==> src/rtl/freq_meter.sv <==
// rtl/freq_meter.sv - gated rising-edge counter for slow asynchronous signals
// Counts sig_in rising edges over GATE_COUNT clk_in cycles and reports the saturated count.
module freq_meter #(
    parameter int unsigned GATE_COUNT = 100_000_000,
    parameter int unsigned CNT_W      = 16
) (
    input  logic             clk_in,
    input  logic             rst,
    input  logic             sig_in,
    input  logic             start,
    input  logic             cont,
    output logic [CNT_W-1:0] freq_out,
    output logic             valid,
    output logic             busy,
    output logic             ovf
);

    typedef enum logic [1:0] {
        IDLE = 2'd0,
        GATE = 2'd1,
        DONE = 2'd2
    } state_t;

    localparam logic [30:0]      GCNT_LAST = 31'(GATE_COUNT - 1);
    localparam logic [CNT_W-1:0] ECNT_ONE  = {{(CNT_W-1){1'b0}}, 1'b1};

    state_t           state_q, state_d;
    logic             s1_q, s2_q, s3_q;
    logic             rise;
    logic [30:0]      gcnt_q, gcnt_d;
    logic [CNT_W-1:0] ecnt_q, ecnt_d;
    logic             sat_q, sat_d;
    logic [CNT_W-1:0] freq_q, freq_d;
    logic             ovf_q, ovf_d;

    // Synchronizer free-runs in every state so a level already high at gate open is not an edge.
    always_ff @(posedge clk_in or posedge rst) begin
        if (rst) begin
            s1_q <= 1'b0;
            s2_q <= 1'b0;
            s3_q <= 1'b0;
        end else begin
            s1_q <= sig_in;
            s2_q <= s1_q;
            s3_q <= s2_q;
        end
    end

    assign rise = s2_q & ~s3_q;

    always_ff @(posedge clk_in or posedge rst) begin
        if (rst) begin
            state_q <= IDLE;
            gcnt_q  <= '0;
            ecnt_q  <= '0;
            sat_q   <= 1'b0;
            freq_q  <= '0;
            ovf_q   <= 1'b0;
        end else begin
            state_q <= state_d;
            gcnt_q  <= gcnt_d;
            ecnt_q  <= ecnt_d;
            sat_q   <= sat_d;
            freq_q  <= freq_d;
            ovf_q   <= ovf_d;
        end
    end

    always_comb begin
        state_d = state_q;
        gcnt_d  = gcnt_q;
        ecnt_d  = ecnt_q;
        sat_d   = sat_q;
        freq_d  = freq_q;
        ovf_d   = ovf_q;
        unique case (state_q)
            IDLE: begin
                if (start) begin
                    state_d = GATE;
                    gcnt_d  = '0;
                    ecnt_d  = '0;
                    sat_d   = 1'b0;
                end
            end
            GATE: begin
                gcnt_d = gcnt_q + 31'd1;
                if (rise) begin
                    if (&ecnt_q) begin
                        sat_d = 1'b1;
                    end else begin
                        ecnt_d = ecnt_q + ECNT_ONE;
                    end
                end
                // Result is captured on the closing edge so freq_out is already stable while valid is high.
                if (gcnt_q == GCNT_LAST) begin
                    state_d = DONE;
                    freq_d  = ecnt_d;
                    ovf_d   = sat_d;
                end
            end
            DONE: begin
                if (cont) begin
                    state_d = GATE;
                    gcnt_d  = '0;
                    ecnt_d  = '0;
                    sat_d   = 1'b0;
                end else begin
                    state_d = IDLE;
                end
            end
            default: begin
                state_d = IDLE;
            end
        endcase
    end

    assign freq_out = freq_q;
    assign ovf      = ovf_q;
    assign valid    = (state_q == DONE);
    assign busy     = (state_q != IDLE);

endmodule
==> config.mk <==
export PLATFORM = sky130hd
export DESIGN_NAME = freq_meter
export DESIGN_NICKNAME = d
export VERILOG_FILES = /design/src/rtl/freq_meter.sv
export SDC_FILE = /design/constraint.sdc
export NUM_CORES = 1
export LEC_CHECK = 0
export CORE_MARGIN = 2
export CORE_UTILIZATION = 40
export CTS_CLUSTER_DIAMETER = 40
export DETAILED_ROUTE_END_ITERATION = 10
export PLACE_DENSITY_LB_ADDON = 0.3
export SETUP_SLACK_MARGIN = 0.4
export SLEW_MARGIN = 20
export SYNTH_ARGS = -nofsm -noshare
export SYNTH_HDL_FRONTEND = slang
export SYNTH_SLANG_ARGS = --single-unit
==> constraint.sdc <==
create_clock -name clk_in -period 2.7 [get_ports clk_in]
set_input_delay 0.54 -clock clk_in [delete_from_list [all_inputs] [get_ports clk_in]]
set_output_delay 0.54 -clock clk_in [all_outputs]
set_load 0.02 [all_outputs]
# Yosys cells after proc, flatten, opt, wreduce, memory -nomap -nowiden
# Index checks and enable logic that the tools add are counted.
[classes]
addsub = 2
multipliers = 0
n_div = 0
order_cmp = 0
n_eq_ne = 6
shifts = 0
mux = 17
bitwise_logic = 2
reduce_logical = 7
[ops]
columns = ["cell", "n"]
rows = [
  ["$pmux W31 S3", 1],
  ["$mux W16", 4],
  ["$mux W31", 2],
  ["$pmux W16 S3", 1],
  ["$add A31 B1 Y31 const B", 1],
  ["$eq A31 B27 Y1 const B", 1],
  ["$add A16 B1 Y16 const B", 1],
  ["$reduce_and A16 Y1", 1],
  ["$ne A2 B2 Y1 const B", 3],
  ["$pmux W2 S3", 1],
  ["$mux W1", 5],
  ["$mux W2", 2],
  ["$reduce_and A2 Y1", 2],
  ["$pmux W1 S3", 1],
  ["$reduce_and A3 Y1", 1],
  ["$reduce_bool A3 Y1", 1],
  ["$eq A2 B1 Y1 const B", 1],
  ["$eq A2 B2 Y1 const B", 1],
  ["$logic_not A2 Y1", 1],
  ["$reduce_bool A2 Y1", 1],
  ["$and A1 B1 Y1", 1],
  ["$not A1 Y1", 1],
]
[totals]
register_bits = 70
latch_bits = 0
ram_bits = 0
romBits = 0
in_bits = 5
output_inout_bits = 19
word_cells = 43
mem_count = 0

# Longest topological paths before layout
[logic_depth]
word_depth = 4
mapped_depth = 8
mapped_depth_nobuf = 6

# Worst setup path before layout
# Ideal clock, no wire load.
[synth_path]
kind = "register to register"
start = "reg ecnt_q[0]"
end = "reg freq_q[1], in the netlist freq_out[1]"
arrival_ns = 2.041
setup_slack_ns = 0.534
stages_incl_launch_ff = 8
n_path_buf = 1
period_less_slack_ns = 2.166
path_cell_list = "dfrtp_1 -> ha_1 -> nand4_1 -> or4_1 -> buf_6 -> and2_4 -> mux2_4 -> mux2_4"
[synth_via]
elab_chain_len = 3
elab_cells_between_ends = 4
classes_between = "add/sub: 1; mux: 2; reduce/logical: 1"
[synth_rtl]
columns = ["item", "line", "source"]
rows = [
  ["from (decl)", "31", "logic [CNT_W-1:0] ecnt_q, ecnt_d;"],
  ["from (signal assigned)", "62", "ecnt_q <= ecnt_d;"],
  ["$add A16 B1 Y16 / $reduce_and A16 Y1 (equally long branches)", "91, 88", ""],
  ["$mux W16 (*)", "88", "if (&ecnt_q) begin"],
  ["$mux W16 (*)", "87", "if (rise) begin"],
  ["to (signal assigned)", "64", "freq_q <= freq_d;"],
  ["to (decl)", "33", "logic [CNT_W-1:0] freq_q, freq_d;"],
]
# Mark *: on every way between the ends. The rest lies on a longest branch, timed or not.
# A chain may end at the register's enable or synchronous reset.

# Worst setup path after layout
[layout_path]
start = "reg state_q[1]"
end = "out busy"
[layout_via]
elab_chain_len = 1
[layout_rtl]
columns = ["item", "line", "source"]
rows = [
  ["from (decl)", "27", "state_t state_q, state_d;"],
  ["from (signal assigned)", "60", "state_q <= state_d;"],
  ["$reduce_bool A2 Y1", "120", "assign busy = (state_q != IDLE);"],
  ["to (decl)", "14", "output logic busy,"],
]
# Every way passes these cells.

==> qor.yml <==
synth-compound-area-share_pct: 8.64
whs_ps: 350
path_max_fanout: 7
grt_pass1_wl_um: 13100
viasPerCell: 5.51
ys_dominant_reg_cell: "dfrtp_1"
yosysTopAreaCellShare_pct: 48.2
setup_tns_ps: 0
skew_ps: 10.4
wl_per_cell_um: 14.5
drcViolationCount: 0
start_util_pct: 41.5
avgSynthCellArea_um2: 9.88
synth_largest_area_cell: "dfrtp_1"
required_ps: 2160
synth_xor_area_share_pct: 9.39
final_area_um2: 4270
async_flop_share_pct: 100
setup_viol: 0
placed_cells: 495
num_vias: 2828
finalWeightedCongestion: 0.846
area_delta_synth_final_pct: 17.4
io_pins: 24
hold_viol: 0
drt_iter0_markers: 113
mostFrequentLayoutCell: "dfrtp_1"
diodes: 0
ys_seq_area_share_pct: 48.2
synth-simple-area-share_pct: 23.4
synth.area.top_cells: "dfrtp_1 (48%), xor2_1 (5.3%), nor2_1 (4.5%)"
finalCriticalPeriod_ps: 2170
rsz0062_at_grt: "false"
grt_pass1_vias: 2795
fin_crit_sh_pct: 80.4
mostFrequentLayoutCells: "dfrtp_1 (69), nor2_1 (43), nand2_1 (23), clkdlybuf4s50_1 (23), xor2_1 (22)"
numPortBuffers: 23
synthCells: 368
instances_no_fill: 513
overflow: 0
netlist-cell-type-count: 44
core_region_area_um2: 8760
htree_levels: 3
end_kind: "primary output"
cts_max_path_buffers: 2
power_density_nw_per_um2: 562
dieArea_um2: 9870
die_width_um: 99.3
cts_root_buf: "clkbuf_8"
ys_ff_latch: 70
routed_wl_um: 7430
fp-row-count: 34
max_slew_margin_pct: 58.2
drt-pass1-iter-count: 4
startpoint_type: "register"
cap_violations: 0
antenna_found_initial: 0
status: "complete, no violations"
postRouteAntennaNets: 0
cts_tree: "built"
vdd_drop_max_v: 0.000469
clock_latency_ps: 350
crit_type: "register to primary output"
muxShareOfSynthArea_pct: 6.54
place_area_um2: 4050
clkSlewWorstSetupHoldPaths_ps: 80
slowest_stage: "clkdlybuf4s50_1"
drive_gt1_share_pct: 13.8
grt_usage_pct: 16.4
slew_viol_final: 0
cts.sinks: 70
path_cells: "or2_2 -> clkdlybuf4s50_1"
synth_top_family_by_area: "simple AND/OR/NAND/NOR gates"
die_h_um: 99.3
cts_hold_buf: 0
synth_edf_count: 0
yosys_warnings: 0
min_path_type: "register to register"
synth_fp_nets: 375
grt_max_degree: 34
hpwlAfterDp_um: 5240
critical_path.max_stage_delay_ps: 530
synthAdderAreaFrac_pct: 0.688
syn_area_um2: 3640
p_leak_nw: 1.82
nNetsFinal: 407
max_freq_mhz: 461
critPathArrivalTime_ps: 1630
numCtsBuffers: 9
total_power_w: 0.00240
tightest_slew_ps: 625
==> kinds of logic (layout without fill, tap and decap cells) <==
| group | Yosys count | in the layout |
|---|---|---|
| multiplexers | 21 | 21 |
| AO/OA/AOI/OAI | 49 | 49 |
| AND/OR/NAND/NOR | 161 | 161 |
| flip-flops | 70 | 70 |
| buffers and inverters | 26 | 63 |
| adder cells (fa/ha/maj) | 2 | 2 |
| XOR/XNOR | 39 | 39 |
==> layer usage <==
metal  part of all wire (%)  GRT usage (%)  vias to the layer above
li1                       -              -                     1368
met1                     45           20.5                     1381
met2                     48           27.0                       57
met3                    4.0           4.50                       22
met4                    2.3           6.64                        0
met5                      0              0                        -
==> power breakdown <==
| part | leakage (nW) | switching, W | internal (W) |
|---|---|---|---|
| Sequential | 0.949 | 0.0000979 | 0.00113 |
| Combinational | 0.780 | 0.000165 | 0.000154 |
| Clock | 0.0955 | 0.000397 | 0.000452 |
| Total | 1.82 | 0.000661 | 0.00174 |
==> worst max-delay path: cells and delay by family (launching register included) <==
kind | cells | cell delay (ps)
AND/OR/NAND/NOR | 1 | 310
buffers and inverters | 1 | 530
flip-flops | 1 | 440
==> stage by stage <==
stage	setup WS, ps	utilization, %
floorplan	534	-
global placement	346	46.2
finish	529	48.7
CTS	458	48.5
global route	403	48.7
detailed placement	326	46.2
==> synthesized netlist by cell type, types with 2 or more instances <==
master     n
dfrtp_1   70
nor2_1    44
nand2_1   23
xor2_1    22
nand4_1   20
nand3_1   17
o21ai_0   17
xnor2_1   17
mux2_2    14
a21oi_1   13
clkbuf_1  13
and3_1    10
inv_1     10
nor4_1     9
and4_1     7
nor3_1     7
o31ai_1    7
mux2i_1    5
a22o_1     4
nand2b_1   4
nor2b_1    4
a31oi_1    3
and2_1     3
buf_6      2
ha_1       2
mux2_4     2
nor4b_1    2
==> final cells by class <==
class,count,area [um2]
fillers,817,4490
clock buffers,11,141
well taps,108,135
repair buffers,37,360
multi-input cells,272,1780
clock inverters,5,58.8
inverters,10,41.3
flip-flops and latches,70,1750
==> final timing paths <==
kind | from | endpoint | slack (ps) | cells after the start
max | state_q[1]$_DFFE_PP0P_ | busy | 530 | 2
min | s1_q$_DFF_PP0_ | s2_q$_DFF_PP0_ | 350 | 0
max reg2reg | ecnt_q[1]$_DFFE_PP0P_ | freq_out[1]$_DFFE_PP0P_ | 550 | 6
min reg2reg | s1_q$_DFF_PP0_ | s2_q$_DFF_PP0_ | 350 | 0
max in group asynchronous | rst | sat_q$_DFFE_PP0P_ | 1510 | 3
min in group asynchronous | rst | gcnt_q[26]$_DFFE_PP0P_ | 610 | 2
==> what timing repair did <==
| action | CTS | global route |
|---|---|---|
| gates resized for setup | 1 | 2 |
| buffers inserted | 0 | 2 |
| pin swaps | 0 | 1 |
| setup endpoints to repair | 2 | 3 |
==> sequential cells by signal, indices dropped and copies added, names as in the netlist <==
name	cells
s2_q	1
ecnt_q	16
gcnt_q	31
sat_q	1
state_q	2
s3_q	1
s1_q	1
freq_out	16
ovf	1
(Power assumes the default switching activity.)
